$ cat src/rtl/pla_eval.sv
// Programmable AND/OR array evaluator: a writable product-term table feeding a
// two-stage pipeline (term vector, then OR plane) with ready/valid handshakes.
module pla_eval #(
   parameter int unsigned N_IN   = 7,
   parameter int unsigned N_OUT  = 4,
   parameter int unsigned N_TERM = 16,
   localparam int unsigned AW    = (N_TERM > 1) ? $clog2(N_TERM) : 1,
   localparam int unsigned W     = 2 * N_IN + N_OUT + 1
) (
   input  logic             clk,
   input  logic             reset,
   input  logic             cfg_we,
   input  logic [AW-1:0]    cfg_addr,
   input  logic [W-1:0]     cfg_data,
   input  logic             cfg_commit,
   input  logic             cfg_start,
   input  logic             in_valid,
   output logic             in_ready,
   input  logic [N_IN-1:0]  in_data,
   output logic             out_valid,
   input  logic             out_ready,
   output logic [N_OUT-1:0] out_data,
   output logic             cfg_mode,
   output logic             cfg_err
);

   typedef enum logic [1:0] {S_CFG, S_RUN, S_DRAIN} state_t;

   state_t              state;
   logic [W-1:0]        term_tbl [N_TERM];
   logic                s1_valid;
   logic [N_TERM-1:0]   s1_terms;
   logic [N_TERM-1:0]   terms_c;
   logic [N_OUT-1:0]    or_c;
   logic                stall;
   logic                accept;
   logic                addr_ok;
   logic                we_ok;

   assign stall    = out_valid && !out_ready;
   assign in_ready = (state == S_RUN) && !stall;
   assign accept   = in_valid && in_ready;
   assign addr_ok  = {1'b0, cfg_addr} < (AW + 1)'(N_TERM);
   assign we_ok    = cfg_we && (state == S_CFG) && addr_ok;

   // AND plane: a term is live when enabled and every selected literal holds.
   always_comb begin
      terms_c = '0;
      for (int t = 0; t < int'(N_TERM); t++) begin
         terms_c[t] = term_tbl[t][W-1] &&
                      (&((~term_tbl[t][0 +: N_IN]    |  in_data) &
                         (~term_tbl[t][N_IN +: N_IN] | ~in_data)));
      end
   end

   // OR plane over the registered term vector.
   always_comb begin
      or_c = '0;
      for (int t = 0; t < int'(N_TERM); t++) begin
         if (s1_terms[t]) begin
            or_c = or_c | term_tbl[t][2 * N_IN +: N_OUT];
         end
      end
   end

   // Mode FSM plus the sticky illegal-access flag.
   always_ff @(posedge clk or posedge reset) begin
      if (reset) begin
         state    <= S_CFG;
         cfg_mode <= 1'b1;
         cfg_err  <= 1'b0;
      end else begin
         if (cfg_we && !((state == S_CFG) && addr_ok)) begin
            cfg_err <= 1'b1;
         end
         case (state)
            S_CFG: begin
               if (cfg_commit) begin
                  state    <= S_RUN;
                  cfg_mode <= 1'b0;
               end
            end
            S_RUN: begin
               if (cfg_start) begin
                  state    <= S_DRAIN;
                  cfg_mode <= 1'b1;
               end
            end
            S_DRAIN: begin
               if (!s1_valid && !out_valid) begin
                  state <= S_CFG;
               end
            end
            default: begin
               state    <= S_CFG;
               cfg_mode <= 1'b1;
            end
         endcase
      end
   end

   // Term table; writes only land in CFG, so RUN and DRAIN see a frozen table.
   always_ff @(posedge clk or posedge reset) begin
      if (reset) begin
         for (int t = 0; t < int'(N_TERM); t++) begin
            term_tbl[t] <= '0;
         end
      end else begin
         for (int t = 0; t < int'(N_TERM); t++) begin
            if (we_ok && (cfg_addr == AW'(t))) begin
               term_tbl[t] <= cfg_data;
            end
         end
      end
   end

   // Both stages advance together; a stalled output freezes the whole pipe.
   always_ff @(posedge clk or posedge reset) begin
      if (reset) begin
         s1_valid  <= 1'b0;
         s1_terms  <= '0;
         out_valid <= 1'b0;
         out_data  <= '0;
      end else if (!stall) begin
         s1_valid  <= accept;
         if (accept) begin
            s1_terms <= terms_c;
         end
         out_valid <= s1_valid;
         if (s1_valid) begin
            out_data <= or_c;
         end
      end
   end

endmodule
$ cat config.mk
export PLATFORM = sky130hd
export DESIGN_NAME = pla_eval
export DESIGN_NICKNAME = d
export VERILOG_FILES = /design/src/rtl/pla_eval.sv
export SDC_FILE = /design/constraint.sdc
export NUM_CORES = 1
export LEC_CHECK = 0
export ABC_AREA = 1
export CAP_MARGIN = 25
export CORE_MARGIN = 2
export CORE_UTILIZATION = 45
export DETAILED_ROUTE_END_ITERATION = 7
export PLACE_DENSITY = 0.65
export SYNTH_ARGS = -nofsm -noshare
export SYNTH_HDL_FRONTEND = slang
export SYNTH_SLANG_ARGS = --single-unit
$ cat constraint.sdc
create_clock -name clk -period 33.7 [get_ports clk]
set_input_delay 6.74 -clock clk [delete_from_list [all_inputs] [get_ports clk]]
set_output_delay 6.74 -clock clk [all_outputs]
set_load 0.05 [all_outputs]
Word-level counts from Yosys, hierarchy flattened --
Cells that the tools add are included.
Operators by class: multiplexer cells 23, equal/unequal tests 20, reduce and logical (&&, ||, !) cells 65, bitwise logic cells 98
Operators by type and width (count):
- inverter 7 bit | 33
- OR 7 bit | 32
- bitwise AND 7 bit | 16
- AND reduction 7 bit | 16
- 2-to-1 mux 4 bit | 16
- OR 4 bit | 15
- logical AND 1 bit | 38
- equality test 4 bit (second input constant) | 8
- equality test 4 x 3 -> 1 bit (second input constant) | 4
- equality test 4 x 2 -> 1 bit (second input constant) | 2
- 2-to-1 mux 2 bit | 3
- != test 2 bit (second input constant) | 3
- one-hot mux 2 bit (3 select lines) | 1
- AND reduction 3 bit | 2
- zero test 1 bit | 5
- equality test 4 x 1 -> 1 bit (second input constant) | 1
- zero test 4 bit | 1
- AND reduction 2 bit | 2
- one-hot mux 1 bit (3 select lines) | 1
- equality test 2 x 1 -> 1 bit (second input constant) | 1
- equality test 2 bit (second input constant) | 1
- zero test 2 bit | 1
- 2-to-1 mux 1 bit | 2
- inverter 1 bit | 2
Word-level totals: word-level logic and storage cells 229, output and inout bits 8, input bits 37, register bits after elaboration 330

Logic depth before layout (Yosys ltp) --
Gate-level depths: netlist (run 1).
word-level depth 31, mapped depth 10, gate-level depth less buffers 8

Worst setup path before layout (run 1) --
OpenSTA, ideal clock, no wires.
kind input-to-output, start point input out_ready, end point output in_ready, buffers on the path 0, data required time 26.960 ns, path slack 19.716 ns, stages on the path 4, data arrival time 7.244 ns, cell sequence inv_1 -> nand2_1 -> nand2_1 -> inv_1
Between the ends: longest elaborated chain between the ends 4
Ends and longest elaborated chain:
- start: declaration | line 21 | input logic out_ready,
- zero test 1 bit | line 40 | assign stall = out_valid && !out_ready;
- logical AND 1 bit | line 40
- zero test 1 bit
- logical AND 1 bit | line 41 | assign in_ready = (state == S_RUN) && !stall;
- end: declaration | line 18 | output logic in_ready,
No other way between the ends.

Final worst setup path (run 1) --
Ends and elaborated chain as after synthesis.

==> key figures, run 1 <==
Status
  – Status: finished clean

Floorplanning
  – Die X: 183.4 µm
  – Starting Density: 45.80%
  – Core area: 31,640 µm²
  – DIE AREA: 33,650 µm²
  – # rows: 65
  – I/O pin cnt: 45
  – DIE HEIGHT: 183.4 µm

Detailed routing
  – Routed wire length: 35,800 µm
  – Vias: 11,240
  – Detail Route Antenna Nets: 0
  – Post-route DRC: 0
  – Drt wl/cell: 16.35 µm
  – 1st-iter DRT viols: 1,051
  – Drt first pass iters: 5
  – Vias per std cell: 5.131

Setup path
  – R2R Path Start: state[1]$_DFFE_PP0P_
  – Worst setup SP type: input port
  – Buf/Inv on CP: 4
  – Worst path slowest cell: clkdlybuf4s50_1
  – Crit Path Max Fanout: 4
  – Element type at the critical path end: primary output
  – Critical path required time: 26.96 ns
  – Critical path origin: out_ready
  – Data arrival, critical path: 8.29 ns
  – Crit-path leading delay family: buffers and inverters
  – Largest stage delay, worst path: 0.79 ns
  – Worst-path cell chain: clkdlybuf4s50_1 > inv_1 > nand2_1 > nand2_1 > inv_1 > clkdlybuf4s50_1
  – Crit path kind: in -> out

Clock tree
  – Clock buffer depth: 3
  – Root buffer cell: clkbuf_16
  – Hold-fix buffers, CTS: 0
  – Post-CTS sizing: 0
  – CTS clk-pin slew, worst paths: 0.06 ns
  – CTS tree: yes
  – CTS buffer count: 36
  – Htree depth: 2
  – Clock sinks: 330
  – Setup Fix Bufs, Post-CTS: 0
  – Clk_lat worst skew: 0.51 ns

Yosys
  – Avg Inst Size Synth: 8.218 µm²
  – Seq/Total Area, Yosys: 57.00%
  – Largest family of logic cells by synthesized area: simple AND/OR/NAND/NOR gates
  – Asr flop ratio synth: 100.0%
  – Most common cell in the netlist: nand2_1
  – Post-synthesis compound-gate area fraction: 11.98%
  – Largest cells by area after synthesis: dfrtp_1 57%, nand2_1 21%, o21ai_0 6.5%
  – Mux contribution to synthesized area: 0%
  – Share of the synthesized area in the top cell type: 56.82%
  – #FFs+latches synth: 330
  – Ys Warns: 0
  – Adder-Cell Fraction of Synth Area: 0%
  – Synth cell types: 24
  – Yosys top cell by area: dfrtp_1
  – Synth Area in Simple Gates: 24.54%
  – Net Count, Synth: 1,800
  – Post-synth top cells: 797 x nand2_1, 329 x dfrtp_1, 187 x o21ai_0
  – Post-synth EDFFs: 0
  – Synthesized area: 14,490 µm²
  – Gate Count Post-Synth: 1,763
  – XOR/XNOR Fraction of Synth Area: 0%
  – Top_reg_cell synth: dfrtp_1

Placement
  – GP Congestion: 0.7905
  – Port Buffers: 44
  – Post-detailed-placement half-perimeter wirelength: 22,410 µm

Timing
  – Min Tclk post-route: 15.03 ns
  – Slew headroom: 35.55%
  – Final Hold Vio Count: 0
  – FMAX: 66.53 MHz
  – Worst Skew: 0.01792 ns
  – Post-Route Setup TNS: 0 ns
  – Hold WS: 0.4815 ns
  – Worst-Margin Slew: 0.9637 ns
  – Max Slew Vio Count: 0
  – RSZ-0062 raised after global routing: false
  – Tcrit/Tclk final: 44.60%
  – Setup violations, final: 0

Cells and area
  – Share of cells above drive strength 1: 6.264%
  – # diodes: 0
  – Net count, final: 1,800
  – Area delta synth->final: 11.89%
  – Final core occ: 51.24%

Worst hold path
  – Hold path start: term_tbl[38]$_DFFE_PP0P_
  – Worst Hold Class: reg -> reg

GRT
  – Largest net degree at the start of global routing: 101
  – GRT Overall Usage: 21.93%
  – Initial antenna violation count: 0
  – Vias in the first global route: 10,670
  – GRT overflow: 0
  – First-pass GRT wire length: 58,180 µm

Power and ir drop
  – Power Dens Cells: 89.95 nW/µm²
  – Static Leak: 8.247 nW
  – Max VDD drop: 0.03605 mV

Run
  – Max-cap violations: 0
worst min-delay path, delay by kind of cell (launching register included):
family,cells,cell delay [ns]
flip-flops,1,0.34
AND/OR/NAND/NOR,1,0.06
AO/OA/AOI/OAI,1,0.04
where the power goes:
group	total [W]	internal [W]	switching (W)
combinational	0.000372	0.000152	0.000220
sequential	0.000700	0.000587	0.000114
clock	0.000386	0.000232	0.000154
total	0.00146	0.000971	0.000487
sequential cells by signal, indices dropped and copies added (netlist names):
name,count
out_data,4
term_tbl,304
s1_terms,16
state,2
cfg_mode,1
cfg_err,1
out_valid,1
s1_valid,1
layout make-up:
class / count / area (µm²)
Sequential cell: 330 / 8259
Multi-Input combinational cell: 1251 / 5291
Tap cell: 402 / 503.0
Timing Repair Buffer: 68 / 700.7
Inverter: 76 / 292.8
Clock buffer: 50 / 1045
Clock inverter: 13 / 120.1
Fill cell: 3023 / 15420
worst paths after layout:
path,to,slack [ns],cells after the start
min in group asynchronous,term_tbl[244]$_DFFE_PP0P_,6.77,2
worst min-delay path,term_tbl[38]$_DFFE_PP0P_,0.48,2
worst max-delay path,in_ready,18.67,6
worst max register to register,s1_terms[9]$_DFFE_PP0P_,31.53,5
worst min register to register,term_tbl[38]$_DFFE_PP0P_,0.48,2
max in group asynchronous,s1_valid$_DFFE_PP0N_,25.54,3
routing by layer:
layer / share of wire [%] / vias to the layer above / global-route usage (%) / routed length (µm)
li1: - / 5551 / - / -
met1: 46 / 5353 / 30.95 / 16600
met2: 47 / 272 / 36.36 / 16760
met3: 4.7 / 60 / 2.298 / 1676
met4: 2.1 / 0 / 5.824 / 768
met5: 0 / - / 0 / 0
logic make-up (layout without fill, tap and decap cells):
kind of cell    after synthesis  in the layout
simple gates                925            925
compound gates              326            326
flops                       330            330
buf+inv                     182            207
cell usage in the layout (no fill, tap or decap), drive strengths merged:
cell type and instances:
nand2 799, dfrtp 329, o21ai 307, nor2 99
inv 76, clkbuf 50, clkdlybuf4s50 44, buf 24
nand3 21, o21bai 16, clkinv 9, nand4 6
a21oi 3, bufinv 2, clkinvlp 2, dfstp 1
per-stage QoR:
step | power (W) | std cells | instance area [µm²] | worst slack (ns)
3_5_place_dp | 0.001077 | 2126 | 15020 | 18.67
2_1_floorplan | 0.0009653 | 1763 | 14490 | 17.82
6_report | 0.001458 | 2190 | 16210 | 18.67
4_1_cts | 0.001468 | 2189 | 16180 | 18.67
3_3_place_gp | 0.001057 | 2123 | 14940 | 18.68
5_1_grt | 0.001573 | 2190 | 16210 | 18.61
Note: power is estimated with default switching activity, not from simulation.
==> inputs of run 2 (changes only) <==
PLACE_DENSITY = 0.68   (was 0.65)
clock period = 12.2 ns   (was 33.7 ns; I/O delays follow)
==> run 2 against run 1 <==
Net effect:
- worst setup slack lost 13 ns
- critical path depth is the same
- clock power grew to 2.7 times the previous value
- non-clock buffer count shrank 2
- routed wire length grew 0.16%
- critical endpoint unchanged
==> key figures, run 2 (synthesis results as in run 1) <==
Power and ir drop
  – Power Dens Cells: 248.5 nW/µm² (was 89.95 nW/µm²)
  – Max VDD drop: 0.1366 mV (was 0.03605 mV)
  – Static Leak: 8.178 nW (was 8.247 nW)

Cells and area
  – Final core occ: 50.80% (was 51.24%)
  – Largest Register: term_tbl (unchanged)
  – Max FFs per register: 304 (unchanged)
  – Most common cell after layout, fill and taps aside: nand2_1 (unchanged)
  – Net count, final: 1,798 (was 1,800)
  – Layout filler cell count: 3,026 (was 3,023)
  – Leading registers by flop count: term_tbl: 304 flops, s1_terms: 16 flops, out_data: 4 flops (unchanged)
  – Share of cells above drive strength 1: 5.780% (was 6.264%)
  – Final Non-Filler Cells: 2,184 (was 2,190)
  – # diodes: 0 (unchanged)
  – Area delta synth->final: 10.93% (was 11.89%)
  – Most frequent cells in the layout: 797 x nand2_1, 329 x dfrtp_1, 187 x o21ai_0, 103 x o21ai_1, 94 x nor2_1 (unchanged)

Timing
  – FMAX: 155.7 MHz
  – Post-Route Setup TNS: 0 ns (unchanged)
  – Max Slew Vio Count: 0 (unchanged)
  – Worst Skew: 0.01506 ns (was 0.01792 ns)
  – Final Hold Vio Count: 0 (unchanged)
  – RSZ-0062 raised after global routing: false (unchanged)
  – Min Tclk post-route: 6.423 ns
  – Slew headroom: 34.71% (was 35.55%)
  – Tcrit/Tclk final: 52.65%
  – Worst-Margin Slew: 0.9793 ns (was 0.9637 ns)
  – Setup violations, final: 0 (unchanged)

Setup path
  – Reg2reg end: s1_terms[3]$_DFFE_PP0P_ (was s1_terms[9]$_DFFE_PP0P_)
  – Data arrival, critical path: 3.98 ns (was 8.29 ns)
  – Crit path kind: in -> out (unchanged)
  – Largest stage delay, worst path: 0.80 ns (was 0.79 ns)
  – CP Capture Point: in_ready (unchanged)
  – Critical path required time: 9.76 ns (was 26.96 ns)
  – R2r setup slk: 10.04 ns (was 31.53 ns)
  – Worst-path cell chain: clkdlybuf4s50_1 > inv_1 > nand2_1 > nand2_1 > inv_1 > clkdlybuf4s50_1 (unchanged)
  – R2R Path Start: state[1]$_DFFE_PP0P_ (unchanged)
  – Crit Path Max Fanout: 4 (unchanged)
  – Worst path slowest cell: clkdlybuf4s50_1 (unchanged)
  – Worst setup SP type: input port (unchanged)
  – Critical path origin: out_ready (unchanged)
  – Buf/Inv on CP: 4 (unchanged)
  – Crit-path leading delay family: buffers and inverters (unchanged)
  – Reg2Reg Depth: 5 (unchanged)
  – Number of cells on the critical path: 6 (unchanged)
  – Element type at the critical path end: primary output (unchanged)

Clock tree
  – Clock buffer depth: 3 (unchanged)
  – Post-CTS sizing: 0 (unchanged)
  – Setup Fix Bufs, Post-CTS: 0 (unchanged)
  – Clk_lat worst skew: 0.52 ns (was 0.51 ns)
  – Htree depth: 2 (unchanged)
  – Hold-fix buffers, CTS: 0 (unchanged)
  – CTS clk-pin slew, worst paths: 0.06 ns (about the same)
  – CTS buffer count: 36 (unchanged)
  – Clock sinks: 330 (unchanged)
  – Root buffer cell: clkbuf_16 (unchanged)
  – CTS tree: yes (unchanged)

Detailed routing
  – 1st-iter DRT viols: 1,064 (was 1,051)
  – Vias: 11,280 (was 11,240)
  – Drt first pass iters: 5 (unchanged)
  – Vias per std cell: 5.166 (was 5.131)
  – Routed wire length: 35,860 µm (was 35,800 µm)
  – Drt wl/cell: 16.42 µm (was 16.35 µm)
  – Detail Route Antenna Nets: 0 (unchanged)
  – Post-route DRC: 0 (unchanged)

GRT
  – Initial antenna violation count: 0 (unchanged)
  – GRT overflow: 0 (unchanged)
  – Vias in the first global route: 10,670 (about the same)
  – GRT Overall Usage: 22.25% (was 21.93%)
  – Largest net degree at the start of global routing: 134 (was 101)
  – First-pass GRT wire length: 58,750 µm (was 58,180 µm)

Placement
  – Post-detailed-placement half-perimeter wirelength: 22,480 µm (was 22,410 µm)
  – GP Congestion: 0.7945 (was 0.7905)
  – Placed cells: 2,125 (was 2,126)
  – Port Buffers: 44 (unchanged)

Floorplanning
  – Die X: 183.4 µm (unchanged)
  – # rows: 65 (unchanged)
  – Starting Density: 45.80% (unchanged)
  – I/O pin cnt: 45 (unchanged)
  – DIE AREA: 33,650 µm² (unchanged)
  – Core area: 31,640 µm² (unchanged)
  – DIE HEIGHT: 183.4 µm (unchanged)

Status
  – Status: finished clean (unchanged)

Run
  – Max-cap violations: 0 (unchanged)

Worst hold path
  – Worst Hold Class: reg -> reg (unchanged)
run 2: cell types whose count changed in the layout (fill, tap and decap cells not counted), sizes merged:
cell	previous run	this run
clkinv	9	6
clkbuf	50	53
clkinvlp	2	0
buf	24	22
bufinv	2	0
run 2: per-layer routing:
metal,vias up,global-route usage (%),share of wire (%)
met5,-,0,0
met4,0,5.728,1.8
met3,47,2.456,4.6
met2,287,36.75,47
met1,5409,31.52,47
li1,5540,-,-
run 2: worst min-delay path by stage:
stage                                   startpoint  depth (start not counted)                       end
after detailed placement       cfg_err$_DFFE_PP0P_                          1       cfg_err$_DFFE_PP0P_
after global routing      term_tbl[43]$_DFFE_PP0P_                          2  term_tbl[43]$_DFFE_PP0P_
after floorplan           term_tbl[10]$_DFFE_PP0P_                          2  term_tbl[10]$_DFFE_PP0P_
after global placement         cfg_err$_DFFE_PP0P_                          1       cfg_err$_DFFE_PP0P_
final                          cfg_err$_DFFE_PP0P_                          1       cfg_err$_DFFE_PP0P_
after CTS                      cfg_err$_DFFE_PP0P_                          1       cfg_err$_DFFE_PP0P_
run 2: worst register-to-register path: cells and delay by family, from the launching register on:
kind	cells	cell delay, ns
flip-flops	1	0.42
buffers and inverters	1	0.52
AND/OR/NAND/NOR	3	0.93
AO/OA/AOI/OAI	1	0.21
run 2: report_power, final:
group | internal (W) | switching, W
Combinational | 0.000418 | 0.000606
Clock | 0.000604 | 0.000426
Sequential | 0.00162 | 0.000318
Total | 0.00264 | 0.00135
run 2: cell type report:
cell class	count	area, µm²	share of cell area, %
flip-flops and latches	330	8259	51.39
clock buffers	53	1067	6.640
multi-input cells	1251	5291	32.92
clock inverters	6	41.29	0.2569
repair buffers	66	618.1	3.846
inverters	76	292.8	1.822
well taps	402	503.0	3.129
run 2: stage by stage:
stage	cell area, µm²	setup WS, ns	hold slack, ns	total power (W)
final	16070	5.777	0.4674	0.003994
after detailed placement	14960	5.773	0.4618	0.002974
after floorplan	14490	0.6219	0.4529	0.002666
after global routing	16070	5.698	0.5006	0.004312
after CTS	16070	5.770	0.4786	0.004016
after global placement	14960	5.763	0.4618	0.002920
==> inputs of run 3 (changes only) <==
PLACE_DENSITY = 0.65   (was 0.68)
clock period = 6.05 ns   (was 12.2 ns; I/O delays follow)
==> run 3 against run 2 <==
Net effect:
- global-route usage rose by 1.1 points
- sequential power rose by 100%
- register-to-register slack got worse by 6.2 ns
- die area did not move
- final cell count rose by 0.23%
- sequential share of layout area fell by 0.41 points
- first-iteration DRC count rose by 11%
- sequential cell count did not move
- clock power rose by 120%
- critical endpoint unchanged
- largest cell class unchanged
- largest power group unchanged
- highest routed layer unchanged
==> key figures, run 3 (synthesis results as in run 1) <==
Setup path
  – Crit path kind: in -> out (unchanged)
  – Worst path slowest cell: clkdlybuf4s50_1 (unchanged)
  – R2r setup slk: 3.84 ns (was 10.04 ns)
  – Critical path required time: 4.84 ns (was 9.76 ns)
  – Crit Path Max Fanout: 4 (unchanged)
  – Element type at the critical path end: primary output (unchanged)
  – Data arrival, critical path: 2.75 ns (was 3.98 ns)
  – Buf/Inv on CP: 4 (unchanged)
  – Crit-path leading delay family: buffers and inverters (unchanged)
  – Worst-path cell chain: clkdlybuf4s50_1 > inv_1 > nand2_1 > nand2_1 > inv_1 > clkdlybuf4s50_1 (unchanged)
  – Largest stage delay, worst path: 0.78 ns (was 0.80 ns)
  – Worst setup SP type: input port (unchanged)

Clock tree
  – Hold-fix buffers, CTS: 0 (unchanged)
  – CTS tree: yes (unchanged)
  – Clk_lat worst skew: 0.53 ns (was 0.52 ns)
  – Setup Fix Bufs, Post-CTS: 0 (unchanged)
  – Htree depth: 2 (unchanged)
  – Post-CTS sizing: 0 (unchanged)
  – CTS clk-pin slew, worst paths: 0.05 ns (was 0.06 ns)
  – Root buffer cell: clkbuf_16 (unchanged)
  – Clock sinks: 330 (unchanged)
  – Clock buffer depth: 3 (unchanged)
  – CTS buffer count: 37 (was 36)

Timing
  – Setup violations, final: 0 (unchanged)
  – Post-Route Setup TNS: 0 ns (unchanged)
  – FMAX: 252.5 MHz
  – Final Hold Vio Count: 0 (unchanged)
  – Slew headroom: 32.08% (was 34.71%)
  – Min Tclk post-route: 3.960 ns
  – Final worst-path setup slack: 2.090 ns (was 5.777 ns)
  – RSZ-0062 raised after global routing: false (unchanged)
  – Worst-Margin Slew: 1.019 ns (was 0.9793 ns)
  – Worst Skew: 0.02447 ns (was 0.01506 ns)
  – Hold WS: 0.4799 ns (was 0.4674 ns)
  – Max Slew Vio Count: 0 (unchanged)
  – Tcrit/Tclk final: 65.46%

Cells and area
  – Share of cells above drive strength 1: 5.876% (was 5.780%)
  – # diodes: 0 (unchanged)
  – Max FFs per register: 304 (unchanged)
  – Largest Register: term_tbl (unchanged)
  – Most common cell after layout, fill and taps aside: nand2_1 (unchanged)
  – Most frequent cells in the layout: 797 x nand2_1, 329 x dfrtp_1, 187 x o21ai_0, 103 x o21ai_1, 94 x nor2_1 (unchanged)
  – Net count, final: 1,799 (was 1,798)
  – Final Non-Filler Cells: 2,189 (was 2,184)
  – Leading registers by flop count: term_tbl: 304 flops, s1_terms: 16 flops, out_data: 4 flops (unchanged)
  – Area delta synth->final: 11.83% (was 10.93%)

Power and ir drop
  – Power Dens Cells: 515.7 nW/µm² (was 248.5 nW/µm²)
  – Max VDD drop: 0.2513 mV (was 0.1366 mV)
  – Internal power: 0.005537 W (was 0.002644 W)
  – Static Leak: 8.229 nW (was 8.178 nW)
  – Overall Power: 0.008356 W (was 0.003994 W)
  – Psw: 0.002819 W (was 0.001350 W)
  – Switch share: 33.74% (was 33.81%)
  – Seq pwr share: 47.3% (was 48.6%)
  – Combinational group share of total power: 25.2% (was 25.7%)
  – Clock Power Share: 27.5% (was 25.8%)

Placement
  – Port Buffers: 44 (unchanged)
  – GP Congestion: 0.8130 (was 0.7945)
  – DP Worst Slack: 2.092 ns (was 5.773 ns)
  – Post-detailed-placement half-perimeter wirelength: 23,800 µm (was 22,480 µm)
  – Placed cells: 2,125 (unchanged)

Detailed routing
  – Vias: 11,240 (was 11,280)
  – Detail Route Antenna Nets: 0 (unchanged)
  – Vias per std cell: 5.136 (was 5.166)
  – 1st-iter DRT viols: 1,177 (was 1,064)
  – Routed wire length: 37,610 µm (was 35,860 µm)
  – Drt wl/cell: 17.18 µm (was 16.42 µm)
  – Post-route DRC: 0 (unchanged)
  – Drt first pass iters: 6 (was 5)

Floorplanning
  – DIE HEIGHT: 183.4 µm (unchanged)
  – # rows: 65 (unchanged)
  – Die X: 183.4 µm (unchanged)
  – Core area: 31,640 µm² (unchanged)
  – Starting Density: 45.80% (unchanged)
  – DIE AREA: 33,650 µm² (unchanged)
  – I/O pin cnt: 45 (unchanged)

GRT
  – First-pass GRT wire length: 61,020 µm (was 58,750 µm)
  – GRT Overall Usage: 23.35% (was 22.25%)
  – GRT overflow: 0 (unchanged)
  – Initial antenna violation count: 0 (unchanged)
  – Largest net degree at the start of global routing: 171 (was 134)
  – Vias in the first global route: 10,850 (was 10,670)

Run
  – Max-cap violations: 0 (unchanged)

Status
  – Status: finished clean (unchanged)

Worst hold path
  – Worst Hold Class: reg -> reg (unchanged)
run 3: worst paths after layout:
kind,from,to,cells past startpoint
worst max-delay path,out_ready,in_ready,6
worst min-delay path,term_tbl[227]$_DFFE_PP0P_,term_tbl[227]$_DFFE_PP0P_,2
worst max register to register,state[1]$_DFFE_PP0P_,term_tbl[249]$_DFFE_PP0P_,7
worst min register to register,term_tbl[227]$_DFFE_PP0P_,term_tbl[227]$_DFFE_PP0P_,2
max in group asynchronous,reset,term_tbl[69]$_DFFE_PP0P_,3
min in group asynchronous,reset,term_tbl[165]$_DFFE_PP0P_,3
run 3: tightest hold or removal path, stage by stage, from the launching register on:
cell     delay (ns)
dfrtp_1        0.34
nand2_1        0.06
o21ai_2        0.05
run 3: per-layer routing:
| layer | share of wire, % | up-vias | wire, µm | global-route usage (%) |
|---|---|---|---|---|
| met5 | 0 | - | 0 | 0 |
| met4 | 3.1 | 0 | 1148 | 8.224 |
| met3 | 5.5 | 67 | 2065 | 3.328 |
| met2 | 46 | 300 | 17200 | 37.74 |
| met1 | 46 | 5344 | 17200 | 32.38 |
| li1 | - | 5532 | - | - |
run 3: cell type report:
cell class | instances | area [µm²]
Timing Repair Buffer | 66 | 630.6
Clock buffer | 52 | 1012
Tap cell | 402 | 503.0
Fill cell | 3004 | 15430
Sequential cell | 330 | 8259
Clock inverter | 12 | 217.7
Inverter | 76 | 289.0
Multi-Input combinational cell | 1251 | 5291
run 3: power groups by stage:
stage                     sequential [W]  clock, W  combinational [W]
after global routing             0.00408   0.00243            0.00248
after CTS                        0.00393   0.00233            0.00214
final                            0.00395   0.00229            0.00211
after detailed placement         0.00395         0            0.00213
after floorplan                  0.00382         0            0.00156
after global placement           0.00392         0            0.00206
run 3: per-stage QoR:
step,util (%),instance area (µm²)
after CTS,51.22,16200
final,51.22,16200
after detailed placement,47.33,14970
after global routing,51.22,16200
after global placement,47.33,14970
after floorplan,-,14490
